File: src/rtl/apb3_led_sequencer.sv
// APB3 LED bank driver: static value or a sequence of up to four patterns,
// each held for PRESCALE+1 cycles, run continuously or once with a done interrupt.
module apb3_led_sequencer #(
    parameter int ADDRWIDTH = 12
) (
    input  logic                 pclk,
    input  logic                 presetn,
    input  logic                 psel,
    input  logic [ADDRWIDTH-1:0] paddr,
    input  logic                 penable,
    input  logic                 pwrite,
    input  logic [31:0]          pwdata,
    output logic [31:0]          prdata,
    output logic                 pready,
    output logic                 pslverr,
    output logic [31:0]          led_out,
    output logic                 irq
);

    typedef enum logic [1:0] {
        S_IDLE,
        S_RUN,
        S_DONE
    } state_t;

    localparam logic [2:0] R_CTRL     = 3'd0;
    localparam logic [2:0] R_STATIC   = 3'd1;
    localparam logic [2:0] R_PRESCALE = 3'd2;
    localparam logic [2:0] R_STATUS   = 3'd3;

    logic        ctrl_en, ctrl_mode, ctrl_oneshot, ctrl_ie;
    logic [1:0]  ctrl_last;
    logic [31:0] static_reg;
    logic [15:0] prescale;
    logic [31:0] pat [4];

    state_t      state;
    logic [15:0] cnt;
    logic [1:0]  idx;
    logic        done;

    logic        mapped;
    logic [2:0]  reg_sel;
    logic        write_en;
    logic        ctrl_wr;

    // Any upper address bit set makes the access unmapped; paddr[1:0] is ignored.
    assign mapped   = ~|paddr[ADDRWIDTH-1:5];
    assign reg_sel  = paddr[4:2];
    assign write_en = psel & penable & pwrite & mapped;
    assign ctrl_wr  = write_en && (reg_sel == R_CTRL);

    assign pready  = 1'b1;
    assign pslverr = psel & penable & ~mapped;
    assign irq     = done & ctrl_ie;

    // NOTE: all state uses non-blocking assignments so every flop samples pre-edge values.
    always_ff @(posedge pclk or negedge presetn) begin
        if (!presetn) begin
            ctrl_en      <= 1'b0;
            ctrl_mode    <= 1'b0;
            ctrl_oneshot <= 1'b0;
            ctrl_ie      <= 1'b0;
            ctrl_last    <= 2'd0;
            static_reg   <= '0;
            prescale     <= '0;
            // NOTE: the pattern file is tiny and must read back 0 after reset, so it is reset like any register.
            for (int i = 0; i < 4; i++) pat[i] <= '0;
        end else if (write_en) begin
            case (reg_sel)
                R_CTRL: begin
                    ctrl_en      <= pwdata[0];
                    ctrl_mode    <= pwdata[1];
                    ctrl_oneshot <= pwdata[2];
                    ctrl_ie      <= pwdata[3];
                    ctrl_last    <= pwdata[5:4];
                end
                R_STATIC:   static_reg <= pwdata;
                R_PRESCALE: prescale   <= pwdata[15:0];
                R_STATUS:   ;
                default:    pat[reg_sel[1:0]] <= pwdata;
            endcase
        end
    end

    // Sequencer; a CTRL write takes priority over a step advance in the same cycle.
    always_ff @(posedge pclk or negedge presetn) begin
        if (!presetn) begin
            state   <= S_IDLE;
            cnt     <= '0;
            idx     <= '0;
            done    <= 1'b0;
            led_out <= '0;
        end else begin
            led_out <= (state == S_IDLE) ? static_reg : pat[idx];
            if (ctrl_wr) begin
                done  <= 1'b0;
                cnt   <= '0;
                idx   <= '0;
                state <= (pwdata[0] && pwdata[1]) ? S_RUN : S_IDLE;
            end else if (state == S_RUN) begin
                // >= (not ==) so a PRESCALE lowered below cnt ends the step next cycle.
                if (cnt >= prescale) begin
                    cnt <= '0;
                    if (idx != ctrl_last) begin
                        idx <= idx + 2'd1;
                    end else if (!ctrl_oneshot) begin
                        idx <= '0;
                    end else begin
                        state <= S_DONE;
                        done  <= 1'b1;
                    end
                end else begin
                    cnt <= cnt + 16'd1;
                end
            end
        end
    end

    // NOTE: prdata gets a default before the case so no path leaves it unassigned (no latch).
    always_comb begin
        prdata = '0;
        if (psel && mapped) begin
            case (reg_sel)
                R_CTRL:     prdata = {26'd0, ctrl_last, ctrl_ie, ctrl_oneshot, ctrl_mode, ctrl_en};
                R_STATIC:   prdata = static_reg;
                R_PRESCALE: prdata = {16'd0, prescale};
                R_STATUS:   prdata = {23'd0, done, 2'b00, idx, 3'b000, (state == S_RUN)};
                default:    prdata = pat[reg_sel[1:0]];
            endcase
        end
    end

endmodule

File: config.mk
export PLATFORM = sky130hd
export DESIGN_NAME = apb3_led_sequencer
export DESIGN_NICKNAME = d
export VERILOG_FILES = /design/src/rtl/apb3_led_sequencer.sv
export SDC_FILE = /design/constraint.sdc
export NUM_CORES = 1
export LEC_CHECK = 0
export BUFFER_PORTS_ARGS = -buffer_cell sky130_fd_sc_hd__buf_2
export CORE_MARGIN = 2
export CORE_UTILIZATION = 55
export DETAILED_ROUTE_END_ITERATION = 16
export PLACE_DENSITY = 0.75
export SYNTH_ARGS = -nofsm -noshare
export SYNTH_HDL_FRONTEND = slang
export SYNTH_SLANG_ARGS = --single-unit
File: constraint.sdc
create_clock -name pclk -period 3.27 [get_ports pclk]
set_clock_uncertainty 0.05 [all_clocks]
set_input_delay 0.654 -clock pclk [delete_from_list [all_inputs] [get_ports pclk]]
set_output_delay 0.654 -clock pclk [all_outputs]
set_load 0.01 [all_outputs]
==> metrics.txt, run 1 <==
H-Tree Depth 1; Top FF cell, synth dfrtp_1; fmax 0.324 GHz; Slew HR 47.6%; vias per cell 6.29; final setup fails 0; min Tclk post-route 3.09 ns; switching power total 1.49 mW; postcts setup bufs 0; starting density of the core 56.3%; via count 8111; Reg2Reg Depth 7; mux cell area share after synthesis 32.1%; largest net degree at the start of global routing 83; Post-Syn Nets 943; vias in the first global route 8354; Worst path depth 7; Slew Limit Fails 0; maximum vdd ir drop 0.341 mV; sw frac 24.1%; WP data required 2.57 ns; worst hold path class input port to async pin; DP HPWL 18.9 mm; IO Count 116; worst slew pin tran 0.786 ns; Compound-Gate Fraction of Synth Area 6.48%; CTS buffer count 25; initial antenna violation count 0; Worst path slowest cell or4_4; Post-Route WL 29.4 mm; YS warnings 0; cell family with most CP delay simple AND/OR/NAND/NOR gates; clock latency at the later pin of the worst-skew pair 0.52 ns; CTS sink cnt 234; CTS clk-pin slew, worst paths 0.06 ns; number of diodes 0; Setup CP Type input port to primary output; crit share post-route 94.5%; fraction of the mapped netlist area in adder cells 1.79%; type of origin of the critical path input port; post-synthesis cell count 877; first-pass GRT wire length 46.7 mm; Cell Pwr Density 450 nW/µm²; DRC Markers 0; final net count 1064; RSZ-0062 raised after global routing no; Synth-to-Final Area Change 15.6%; max FFs per register 128; largest family of logic cells by synthesized area multiplexers; Placer Congestion 0.839; post-cts repair resize count 0; Post-synth EDFFs 0; setup_tns 0 ns; Total GRT Usage 26.7%; WP data arrival 2.39 ns; drt wl/cell 22.8 µm; leakage 6.81 nW; CTS max path bufs 3; status complete, no violations; power share of the clock group 43.9%; CP most frequent cell buf_2; FP Rows 53; final antenna-violating net count 0; Yosys reg bits 234; # port buffers 112; Final Hold Fails 0; post-synthesis sequential area ratio 49.1%; cell chosen for the clock root clkbuf_16; layout cells sized above 1 42.5%; initial drt markers 511; XOR/XNOR Fraction of Synth Area 1.10%; CORE AREA 21200 µm²; Synth Cell Area 11900 µm²; Syn Area/Cell 13.6 µm²; Yosys cell types 61; die height 151 µm; power share of the sequential group 47.6%; die footprint 22900 µm²; CP cell instances buf_2 -> or4_4 -> nor2_4 -> nand2_1 -> buf_4 -> a221oi_1 -> buf_2; combinational share of power 8.5%; Buf/Inv on CP 3; Worst path max stage delay 0.61 ns; Max-Cap Viols 0; total grt overflow 0; DR pass1 iterations 5; Critical Path End Type primary output; Fillers 1545; CP max FO 16; Die W 151 µm; CTS tree built; Pint 4.71 mW; # hold bufs at CTS 0; Async SR Flop Fraction 100%; Final Util 65.1%; Synth Area in Simple Gates 6.08%
-- worst paths after layout --
| kind | start | end | slack [ns] |
|---|---|---|---|
| max | paddr[9] | prdata[16] | 0.18 |
| min | presetn | pat[73] | 0.07 |
| max reg2reg | cnt[13] | cnt[14] | 0.79 |
| min reg2reg | prescale[8] | prescale[8] | 0.45 |
| max in group asynchronous | presetn | pat[2] | 2.13 |
| min in group pclk | pwdata[23] | static_reg[23] | 0.36 |
-- stage by stage --
step	setup WS, ns	instances	power (mW)	cell area [µm²]	hold WS, ns
after floorplan	0.453	877	3.29	11900	0.308
after global placement	0.179	1246	3.52	13000	0.425
after detailed placement	0.164	1246	3.53	13000	0.435
after CTS	0.152	1290	6.25	13800	0.104
after global routing	0.0370	1290	6.42	13800	0.122
final	0.180	1290	6.20	13800	0.0717
-- layout make-up --
| cell class | instances | area, µm² | share of cell area, % |
|---|---|---|---|
| flip-flops and latches | 234 | 5860 | 42.5 |
| inverters | 23 | 86.3 | 0.627 |
| well taps | 275 | 344 | 2.50 |
| clock inverters | 8 | 65.1 | 0.473 |
| clock buffers | 36 | 717 | 5.21 |
| repair buffers | 156 | 1000 | 7.27 |
| multi-input cells | 558 | 5700 | 41.4 |
-- routing by layer --
layer	vias up	routed length, µm	GRT usage [%]
met4	0	592	7.48
met3	45	2080	4.31
li1	3545	-	-
met5	-	0	0
met1	4227	12800	38.8
met2	294	14000	42.0
-- cell families (layout without fill, tap and decap cells) --
| logic type | after synthesis | count (layout) |
|---|---|---|
| compound gates | 113 | 113 |
| other cells | 1 | 1 |
| flops | 234 | 234 |
| xor+xnor | 15 | 15 |
| buf+inv | 85 | 223 |
| fa+ha+maj | 17 | 17 |
| mux | 285 | 285 |
| simple gates | 127 | 127 |
-- power groups by stage --
stage               sequential, mW  clock, mW  combinational [mW]
floorplan                     3.00          0               0.296
global placement              3.00          0               0.517
detailed placement            3.00          0               0.528
CTS                           2.95       2.76               0.531
global route                  2.95       2.89               0.577
finish                        2.95       2.72               0.526
-- synth_stat cells (2+ instances only) --
library cell	n	share of area (%)
a221oi_1	12	0.88
nand2b_1	4	0.21
nand2_1	20	0.63
o21ai_0	15	0.63
a21oi_1	37	1.6
nor2_4	2	0.19
inv_1	22	0.69
o31a_1	2	0.15
nor3_1	23	0.97
and4_1	4	0.29
or3_1	4	0.21
clkbuf_1	25	0.79
and2_1	2	0.10
o22ai_1	6	0.32
mux2_1	58	5.5
o221ai_1	5	0.37
buf_1	8	0.25
a211oi_1	4	0.25
buf_4	12	0.76
mux2i_1	8	0.67
nor3_2	3	0.25
o2111ai_1	6	0.44
buf_2	17	0.71
o211ai_1	6	0.38
nor2_1	29	0.91
ha_1	17	1.8
xnor2_1	2	0.15
a211o_1	5	0.37
or4_1	2	0.13
and3_1	10	0.53
nand4_1	4	0.21
mux4_2	56	11
xor2_1	13	0.96
nand3_1	3	0.13
o21a_1	2	0.13
o2111a_1	3	0.28
mux2_2	163	15
nor2b_1	2	0.10
nor3b_1	4	0.25
dfrtp_1	234	49
nor2_2	3	0.16
-- cell usage in the layout, fill, tap and decap left out, types with 15 or more instances in the layout --
master     Yosys  final
ha_1          17     17
o21ai_0       15     15
clkbuf_16      0     25
buf_2         17    111
mux2_2       163    163
nor3_1        23     23
mux4_2        56     56
dfrtp_1      234    232
buf_4         12     36
inv_1         22     22
a21oi_1       37     37
nor2_1        29     28
mux2_1        58     58
nand2_1       20     20
(Power assumes the default switching activity.)
==> run 2: changes to the inputs <==
- PLACE_DENSITY: 0.75 -> 0.81
==> metrics.txt, run 2 (synthesized netlist as in run 1, its figures left out) <==
layout cells sized above 1 41.4%; CTS clk-pin slew, worst paths 0.06 ns; H-Tree Depth 1; Placer Congestion 0.891; max FFs per register 128; Fillers 1529; total grt overflow 0; WP data arrival 2.40 ns; Slew HR 21.6%; CP most frequent cell buf_2; switching power total 1.46 mW; combinational share of power 8.7%; cell area after layout 13700 µm²; Worst path max stage delay 0.62 ns; setup_tns 0 ns; Total GRT Usage 26.0%; die footprint 22900 µm²; post-cts repair resize count 0; Die W 151 µm; vias per cell 6.28; CTS buffer count 25; fmax 0.322 GHz; first-pass GRT wire length 45.9 mm; crit share post-route 94.9%; DRC Markers 0; final setup fails 0; Final Hold Fails 0; Critical Path End Type primary output; DR pass1 iterations 7; final antenna-violating net count 0; IO Count 116; Design Power 6.04 mW; final net count 1054; Synth-to-Final Area Change 14.6%; power share of the sequential group 49.0%; Finished Layout Cells 1279; CP max FO 17; initial antenna violation count 0; Post-Route WL 28.5 mm; die height 151 µm; min Tclk post-route 3.10 ns; DP HPWL 18.3 mm; Cell Pwr Density 442 nW/µm²; commonest non-fill, non-tap cell in the layout dfrtp_1; commonest non-fill, non-tap cells in the layout dfrtp_1, mux2_2, buf_2, mux2_1, mux4_2; status complete, no violations; largest net degree at the start of global routing 93; leakage 6.74 nW; RSZ-0062 raised after global routing no; via count 8028; Setup CP Type input port to primary output; Pint 4.58 mW; initial drt markers 434; CTS max path bufs 3; maximum vdd ir drop 0.278 mV; Cell Area, Placed 12900 µm²; sw frac 24.1%; vias in the first global route 8339; clock latency at the later pin of the worst-skew pair 0.52 ns; Max-Cap Viols 0; # hold bufs at CTS 0; WP data required 2.57 ns; FP Rows 53; Slew Limit Fails 0; CORE AREA 21200 µm²; CTS tree built; CP cell instances buf_2 -> or4_4 -> nor2_4 -> nand2_1 -> buf_4 -> a211o_1 -> a21oi_1 -> buf_2; power share of the clock group 42.4%; postcts setup bufs 0; type of origin of the critical path input port; worst slew pin tran 1.17 ns; starting density of the core 56.3%; cell chosen for the clock root clkbuf_16; CTS sink cnt 234; # port buffers 112; drt wl/cell 22.3 µm; placed cells 1236; worst hold path class input port to async pin; Worst path slowest cell or4_4
## run 2: cell type report
class	instances	area, µm²	share of cell area, %
Clock buffer	37	701	5.13
Tap cell	275	344	2.52
Inverter	23	86.3	0.632
Clock inverter	5	25.0	0.183
Antenna cell	1	2.50	0.0183
Sequential cell	234	5860	42.9
Multi-Input combinational cell	558	5700	41.7
Timing Repair Buffer	146	938	6.87
## run 2: per-stage QoR
| stage | hold slack, ns | util, % | setup slack, ns |
|---|---|---|---|
| detailed placement | 0.443 | 61.1 | 0.179 |
| global placement | 0.429 | 61.1 | 0.202 |
| CTS | 0.136 | 64.5 | 0.179 |
| floorplan | 0.308 | - | 0.453 |
| global route | 0.165 | 64.5 | 0.0658 |
| finish | 0.0984 | 64.5 | 0.168 |
## run 2: critical path: cells and delay by family
kind,cells,cell delay (ns)
and+or+nand+nor,3,0.84
buffers and inverters,3,0.48
AOI/OAI and AO/OA,2,0.41
## run 2: per-layer routing
metal	vias to the layer above	GRT usage [%]	wire [µm]
li1	3538	-	-
met5	-	0	0
met2	302	42.6	14000
met4	0	8.36	728
met1	4130	35.8	12000
met3	58	4.28	1840
## run 2: path summary, 6_finish.rpt
kind | start | to | slack, ns | depth (start not counted)
setup / recovery | paddr[9] | prdata[29] | 0.17 | 8
hold / removal | presetn | pat[104] | 0.1 | 1
setup reg to reg | cnt[13] | cnt[10] | 0.50 | 7
hold reg to reg | pat[96] | pat[96] | 0.46 | 1
max in group asynchronous | presetn | prescale[6] | 2.33 | 2
min in group pclk | pwdata[30] | static_reg[30] | 0.36 | 2
## run 2: power groups by stage
stage / logic [mW] / registers (mW) / clock network, mW
floorplan: 0.296 / 3.00 / 0
global placement: 0.510 / 3.00 / 0
detailed placement: 0.520 / 3.00 / 0
CTS: 0.526 / 2.95 / 2.59
global route: 0.573 / 2.96 / 2.71
finish: 0.524 / 2.95 / 2.56
